==> src/rtl/mcac_pkg.sv <==
// Shared definitions for the MCAC channel scheduler.
//   sched_state_t : scheduler FSM state encoding
//   MCAC_NCH      : channels per frame
//   MCAC_CHW      : channel index width (MCAC_NCH == 2**MCAC_CHW)
package mcac_pkg;

  localparam int unsigned MCAC_NCH = 32;
  localparam int unsigned MCAC_CHW = 5;

  typedef enum logic [2:0] {
    IDLE  = 3'd0,
    SCAN  = 3'd1,
    ISSUE = 3'd2,
    WAIT  = 3'd3,
    DONE  = 3'd4
  } sched_state_t;

endpackage

==> src/rtl/mcac_tr_pending.sv <==
// Per-channel TR pending register.
//   set/set_ch : mark a TR pending on set_ch
//   clr/clr_ch : consume the pending TR of clr_ch
//   pend       : pending bits, one per channel
// A set and a clear of the same bit in one cycle leaves the bit set.
module mcac_tr_pending
  import mcac_pkg::*;
#(
  parameter int unsigned NCH = MCAC_NCH,
  parameter int unsigned CHW = MCAC_CHW
) (
  input  logic           clk,
  input  logic           reset,
  input  logic           set,
  input  logic [CHW-1:0] set_ch,
  input  logic           clr,
  input  logic [CHW-1:0] clr_ch,
  output logic [NCH-1:0] pend
);

  logic [NCH-1:0] pend_nxt;

  // Clear first, then set, so a coincident set survives.
  always_comb begin
    pend_nxt = pend;
    for (int i = 0; i < NCH; i++) begin
      if (clr && (clr_ch == CHW'(i))) pend_nxt[i] = 1'b0;
      if (set && (set_ch == CHW'(i))) pend_nxt[i] = 1'b1;
    end
  end

  always_ff @(posedge clk) begin
    if (reset) pend <= '0;
    else       pend <= pend_nxt;
  end

endmodule

==> src/rtl/mcac_chan_sched.sv <==
// Channel scheduler for the shared ADPCM datapath.
// Each frame walks the enabled channels in ascending order, issuing a
// start/done handshake per channel with a one-shot TR flag.
//   clk, reset            : clock, synchronous active-high reset
//   scan_*, test_mode     : DFT hooks (chains inserted at synthesis)
//   frame_sync, ch_enable : frame start pulse and per-channel enable mask
//   tr_set, tr_ch         : request a TR on a channel
//   clr_err               : clear sticky overrun/timeout flags
//   dp_start/dp_ch/dp_tr  : datapath issue interface
//   dp_done               : datapath completion pulse
//   busy, frame_done      : status
//   overrun, timeout      : sticky error flags
module mcac_chan_sched
  import mcac_pkg::*;
#(
  parameter int unsigned NCH    = MCAC_NCH,
  parameter int unsigned CHW    = MCAC_CHW,
  parameter int unsigned TO_CYC = 255
) (
  input  logic           clk,
  input  logic           reset,
  input  logic           scan_in0,
  input  logic           scan_in1,
  input  logic           scan_in2,
  input  logic           scan_in3,
  input  logic           scan_in4,
  input  logic           scan_enable,
  input  logic           test_mode,
  output logic           scan_out0,
  output logic           scan_out1,
  output logic           scan_out2,
  output logic           scan_out3,
  output logic           scan_out4,
  input  logic           frame_sync,
  input  logic [NCH-1:0] ch_enable,
  input  logic           tr_set,
  input  logic [CHW-1:0] tr_ch,
  input  logic           clr_err,
  output logic           dp_start,
  output logic [CHW-1:0] dp_ch,
  output logic           dp_tr,
  input  logic           dp_done,
  output logic           busy,
  output logic           frame_done,
  output logic           overrun,
  output logic           timeout
);

  localparam int unsigned    TW      = $clog2(TO_CYC + 1);
  localparam logic [CHW-1:0] LAST_CH = CHW'(NCH - 1);
  localparam logic [TW-1:0]  TO_LAST = TW'(TO_CYC - 1);

  // Scan chains are stitched by the DFT flow; tie off at RTL.
  logic unused_dft;
  assign unused_dft = ^{scan_in0, scan_in1, scan_in2, scan_in3, scan_in4,
                        scan_enable, test_mode};
  assign scan_out0 = 1'b0;
  assign scan_out1 = 1'b0;
  assign scan_out2 = 1'b0;
  assign scan_out3 = 1'b0;
  assign scan_out4 = 1'b0;

  sched_state_t   state, state_nxt;
  logic [CHW-1:0] idx, idx_nxt;
  logic [NCH-1:0] en_snap, en_snap_nxt;
  logic [TW-1:0]  timer, timer_nxt;
  logic [NCH-1:0] tr_pend;
  logic           tr_bit;
  logic           expire, to_set, ovr_set;
  logic           dp_start_nxt, dp_tr_nxt, busy_nxt, frame_done_nxt;
  logic           overrun_nxt, timeout_nxt;
  logic [CHW-1:0] dp_ch_nxt;

  mcac_tr_pending #(.NCH(NCH), .CHW(CHW)) u_tr_pending (
    .clk    (clk),
    .reset  (reset),
    .set    (tr_set),
    .set_ch (tr_ch),
    .clr    (state == ISSUE),
    .clr_ch (idx),
    .pend   (tr_pend)
  );

  // TR value the ISSUE cycle will see, including a set landing this cycle.
  assign tr_bit = tr_pend[idx] | (tr_set && (tr_ch == idx));
  assign expire = (timer == TO_LAST);

  // Next-state, counters, flags and registered-output decode.
  always_comb begin
    state_nxt   = state;
    idx_nxt     = idx;
    en_snap_nxt = en_snap;
    timer_nxt   = timer;
    to_set      = 1'b0;
    ovr_set     = frame_sync && (state != IDLE);

    case (state)
      IDLE: begin
        if (frame_sync) begin
          en_snap_nxt = ch_enable;
          idx_nxt     = '0;
          state_nxt   = SCAN;
        end
      end
      SCAN: begin
        if (en_snap[idx])         state_nxt = ISSUE;
        else if (idx == LAST_CH)  state_nxt = DONE;
        else                      idx_nxt   = idx + CHW'(1);
      end
      ISSUE: begin
        timer_nxt = '0;
        state_nxt = WAIT;
      end
      WAIT: begin
        timer_nxt = timer + TW'(1);
        // A done coinciding with expiry counts as done.
        to_set    = expire && !dp_done;
        if (dp_done || expire) begin
          if (idx == LAST_CH) begin
            state_nxt = DONE;
          end else begin
            idx_nxt   = idx + CHW'(1);
            state_nxt = SCAN;
          end
        end
      end
      DONE:    state_nxt = IDLE;
      default: state_nxt = IDLE;
    endcase

    busy_nxt       = (state_nxt != IDLE);
    dp_start_nxt   = (state_nxt == ISSUE);
    frame_done_nxt = (state_nxt == DONE);
    dp_ch_nxt      = ((state_nxt == ISSUE) || (state_nxt == WAIT)) ? idx_nxt : '0;
    if (state_nxt == ISSUE)     dp_tr_nxt = tr_bit;
    else if (state_nxt == WAIT) dp_tr_nxt = dp_tr;
    else                        dp_tr_nxt = 1'b0;

    overrun_nxt = ovr_set | (overrun & ~clr_err);
    timeout_nxt = to_set  | (timeout & ~clr_err);
  end

  always_ff @(posedge clk) begin
    if (reset) begin
      state      <= IDLE;
      idx        <= '0;
      en_snap    <= '0;
      timer      <= '0;
      dp_start   <= 1'b0;
      dp_ch      <= '0;
      dp_tr      <= 1'b0;
      busy       <= 1'b0;
      frame_done <= 1'b0;
      overrun    <= 1'b0;
      timeout    <= 1'b0;
    end else begin
      state      <= state_nxt;
      idx        <= idx_nxt;
      en_snap    <= en_snap_nxt;
      timer      <= timer_nxt;
      dp_start   <= dp_start_nxt;
      dp_ch      <= dp_ch_nxt;
      dp_tr      <= dp_tr_nxt;
      busy       <= busy_nxt;
      frame_done <= frame_done_nxt;
      overrun    <= overrun_nxt;
      timeout    <= timeout_nxt;
    end
  end

endmodule

==> config.mk <==
export PLATFORM = sky130hd
export DESIGN_NAME = mcac_chan_sched
export DESIGN_NICKNAME = d
export VERILOG_FILES = /design/src/rtl/mcac_pkg.sv /design/src/rtl/mcac_tr_pending.sv /design/src/rtl/mcac_chan_sched.sv
export SDC_FILE = /design/constraint.sdc
export NUM_CORES = 1
export LEC_CHECK = 0
export BUFFER_PORTS_ARGS = -buffer_cell sky130_fd_sc_hd__clkbuf_2
export CELL_PAD_IN_SITES_DETAIL_PLACEMENT = 1
export CELL_PAD_IN_SITES_GLOBAL_PLACEMENT = 1
export CORE_UTILIZATION = 42
export CTS_CLUSTER_SIZE = 8
export DETAILED_ROUTE_END_ITERATION = 7
export GPL_TIMING_DRIVEN = 0
export MAX_ROUTING_LAYER = met4
export PLACE_DENSITY_LB_ADDON = 0.1
export RECOVER_POWER = 100
export SLEW_MARGIN = 20
export SYNTH_ARGS = -nofsm -noshare
export SYNTH_HDL_FRONTEND = slang
export SYNTH_SLANG_ARGS = --single-unit
==> constraint.sdc <==
create_clock -name clk -period 2.7 [get_ports clk]
set_input_delay 0.54 -clock clk [delete_from_list [all_inputs] [get_ports clk]]
set_output_delay 0.54 -clock clk [all_outputs]
set_load 0.02 [all_outputs]
==> results.tsv <==
stage	metric	value	unit
outcome	status	finished, final reports clean	
global_route	grt_pass1_vias	4192	
die	row_count	37	
global_route	grt_max_degree	17	
placement	hpwl	9820	um
clock_network	clk_path_buf_depth	2	
sta	slew_viol_final	0	
placement	placed_area	4900	um^2
sta	setup_viol	0	
hold_path	min-delay-path-class	in2reg	
logic_synthesis	synth_compound_area_share	19.4	%
worst_setup_path	cp_max_fo	10	
clock_network	numCtsBuffers	9	
logic_synthesis	synth_mux_area_share	7.81	%
cells_and_area	final_area	5080	um^2
cells_and_area	final_cells	766	
sta	slew_headroom	45.0	%
die	die_x	105	um
global_route	gr-total-overflow	0	
drt	drcViolationCount	0	
die	ios	66	
logic_synthesis	synth_top_area_cell	dfxtp_1	
power	p_per_area	576	nW/um^2
global_route	grtUsageTotal	25.5	%
sta	rsz0062_at_grt	no	
drt	postRouteAntennaNets	0	
cells_and_area	fillCellCount	1317	
cells_and_area	area.growth.synth_to_final	14.1	%
logic_synthesis	synth-edff-count	0	
drt	num_vias	4199	
worst_setup_path	ff2ff_path_depth	9	
logic_synthesis	ys.flop_type	dfxtp_1	
logic_synthesis	synthCells	558	
worst_setup_path	path_class	reg2reg	
die	die_h	105	um
sta	setup_tns	0	ns
sta	worstMarginPinSlew	0.819	ns
worst_setup_path	reg2reg_slack	0.14	ns
sta	fin_crit_sh	95.0	%
drt	via_per_inst	5.48	
logic_synthesis	yosys.area_share.simple	22.1	%
clock_network	cts-htree-levels	3	
die	die-area	11000	um^2
drt	drt_pre_antenna_iters	5	
worst_setup_path	reg2reg_to	dp_ch[2]	
drt	drt_iter0_drc	113	
logic_synthesis	yosys-top-cells-area	dfxtp_1, nand2_1, a21oi_1, mux2i_1, o21ai_0	
logic_synthesis	synth_cell_types	56	
logic_synthesis	synth-async-reset-ratio	0	%
sta	fmax	0.390	GHz
die	initial_utilization	43.2	%
clock_network	clock_latency	0.38	ns
global_route	grt_pass1_wl	21300	um
logic_synthesis	synth.top_cells.by_count	nand2_1, dfxtp_1, a21oi_1	
logic_synthesis	syn_area	4460	um^2
clock_network	hold_buffers	0	
clock_network	clock-root-buffer	clkbuf_8	
power	p_leak	0.00181	uW
worst_setup_path	r2r-start	idx[1]	
logic_synthesis	yosysMostFrequentCell	nand2_1	
logic_synthesis	synth_seq_area_share	40.9	%
worst_setup_path	cp_data_arrival_time	2.85	ns
logic_synthesis	synth_top_area_share	40.9	%
cells_and_area	final_core_util	49.2	%
logic_synthesis	synth_top_family_by_area	simple AND/OR/NAND/NOR gates	
clock_network	post_cts.resized_instances	0	
hold_path	hold_depth	3	
worst_setup_path	setup.worst_path.end_class	register	
worst_setup_path	required	2.99	ns
drt	drt_wl_total	13000	um
clock_network	cts_tree	done	
job	drv_cap	0	
worst_setup_path	cp-start-kind	register	
logic_synthesis	synthXorXnorAreaFrac	2.36	%
logic_synthesis	synth-seq-cells	91	
logic_synthesis	syn_avg_cell_area	7.98	um^2
clock_network	cts.clk_slew.worst_paths	0.10	ns
hold_path	hold_path_end	en_snap[0]	
logic_synthesis	yosys_warnings	0	
placement	place_congestion	0.851	
sta	fin_crit	2.56	ns
cells_and_area	drive_gt1_share	14.0	%
global_route	antenna_found_initial	0	
sta	finClkSkew	0.00719	ns
placement	port_buffers	52	
cells_and_area	num-nets-final	681	
cells_and_area	antenna_cells_inserted	0	
hold_path	worstHoldStart	ch_enable[0]	
clock_network	clock_sinks	91	
power	peakVddDrop	0.231	mV
die	core	10300	um^2
clock_network	cts_setup_buffers	0	
placement	placed_cells	750	
logic_synthesis	synthAdderAreaFrac	1.68	%
drt	wire_per_inst	17.0	um
sta	hold_violations	0	
stage by stage:
step | hold slack, ns | power [uW] | worst slack (ns)
6_report | 0.370 | 2930 | 0.135
3_3_place_gp | 0.439 | 1990 | 0.168
2_1_floorplan | 0.433 | 1840 | 0.462
4_1_cts | 0.358 | 2950 | 0.0881
5_1_grt | 0.368 | 3080 | 0.0298
3_5_place_dp | 0.448 | 2010 | 0.114
critical path: stages (launching register included):
cell,delay [ns]
dfxtp_1,0.41
buf_4,0.19
buf_12,0.15
mux2i_1,0.10
a22o_1,0.27
or3_1,0.41
and4_4,0.22
buf_6,0.13
o31a_1,0.36
a21oi_1,0.22
registers in the layout, indices dropped and copies added (netlist names):
| name | count |
|---|---|
| dp_ch | 5 |
| en_snap | 32 |
| u_tr_pending.pend | 32 |
| timer | 8 |
| dp_start | 1 |
| idx | 5 |
| timeout | 1 |
| overrun | 1 |
| busy | 1 |
| frame_done | 1 |
| state | 3 |
| dp_tr | 1 |
layer usage:
| layer | GRT usage [%] | routed length (um) | vias up | part of all wire [%] |
|---|---|---|---|---|
| li1 | - | - | 2051 | - |
| met3 | 4.87 | 571 | 20 | 4.4 |
| met4 | 8.55 | 206 | 0 | 1.6 |
| met2 | 40.0 | 6060 | 91 | 46 |
| met5 | - | 0 | - | 0 |
| met1 | 33.0 | 6210 | 2037 | 48 |
how the worst max path moves through the flow:
stage	start	endpoint	cells past startpoint
final	idx[1]	dp_ch[2]	9
after detailed placement	idx[0]	dp_tr	8
after global routing	idx[1]	dp_ch[2]	10
after global placement	idx[1]	dp_tr	10
after CTS	idx[0]	dp_tr	8
after floorplan	idx[0]	dp_tr	8
report_power, final:
part           switching (uW)  internal [uW]  leakage (uW)
logic                     333            199      0.000981
registers                37.6           1410      0.000739
clock network             521            432     0.0000881
total                     892           2040       0.00181
cell usage in the layout (no fill, tap or decap), drive strengths merged, types with 3 or more instances in the layout:
| cell | n |
|---|---|
| mux4 | 5 |
| conb | 5 |
| clkbuf | 90 |
| xor2 | 11 |
| nand4 | 7 |
| nor2b | 8 |
| nand3 | 9 |
| a22oi | 7 |
| mux2 | 4 |
| nor2 | 32 |
| and2 | 4 |
| nand2b | 12 |
| dfxtp | 91 |
| a22o | 3 |
| nand2 | 121 |
| ha | 6 |
| buf | 15 |
| inv | 10 |
| a221oi | 3 |
| o21ai | 35 |
| o211ai | 5 |
| a21oi | 79 |
| mux2i | 19 |
| clkinvlp | 4 |
| nor3 | 9 |
cell families after synthesis:
kind of cell,Yosys count
xor+xnor,12
other cells,1
compound gates,149
mux,28
buf+inv,53
flops,91
simple gates,218
fa+ha+maj,6
final cells by class:
| type | count | area (um^2) | area share, % |
|---|---|---|---|
| multi-input cells | 418 | 2390 | 47.0 |
| flip-flops and latches | 91 | 1820 | 35.8 |
| repair buffers | 52 | 246 | 4.85 |
| plain buffers | 44 | 223 | 4.38 |
| well taps | 136 | 170 | 3.35 |
| clock buffers | 9 | 124 | 2.44 |
| clock inverters | 7 | 77.6 | 1.53 |
| inverters | 9 | 33.8 | 0.665 |
Power figures use the tool's default switching activity.
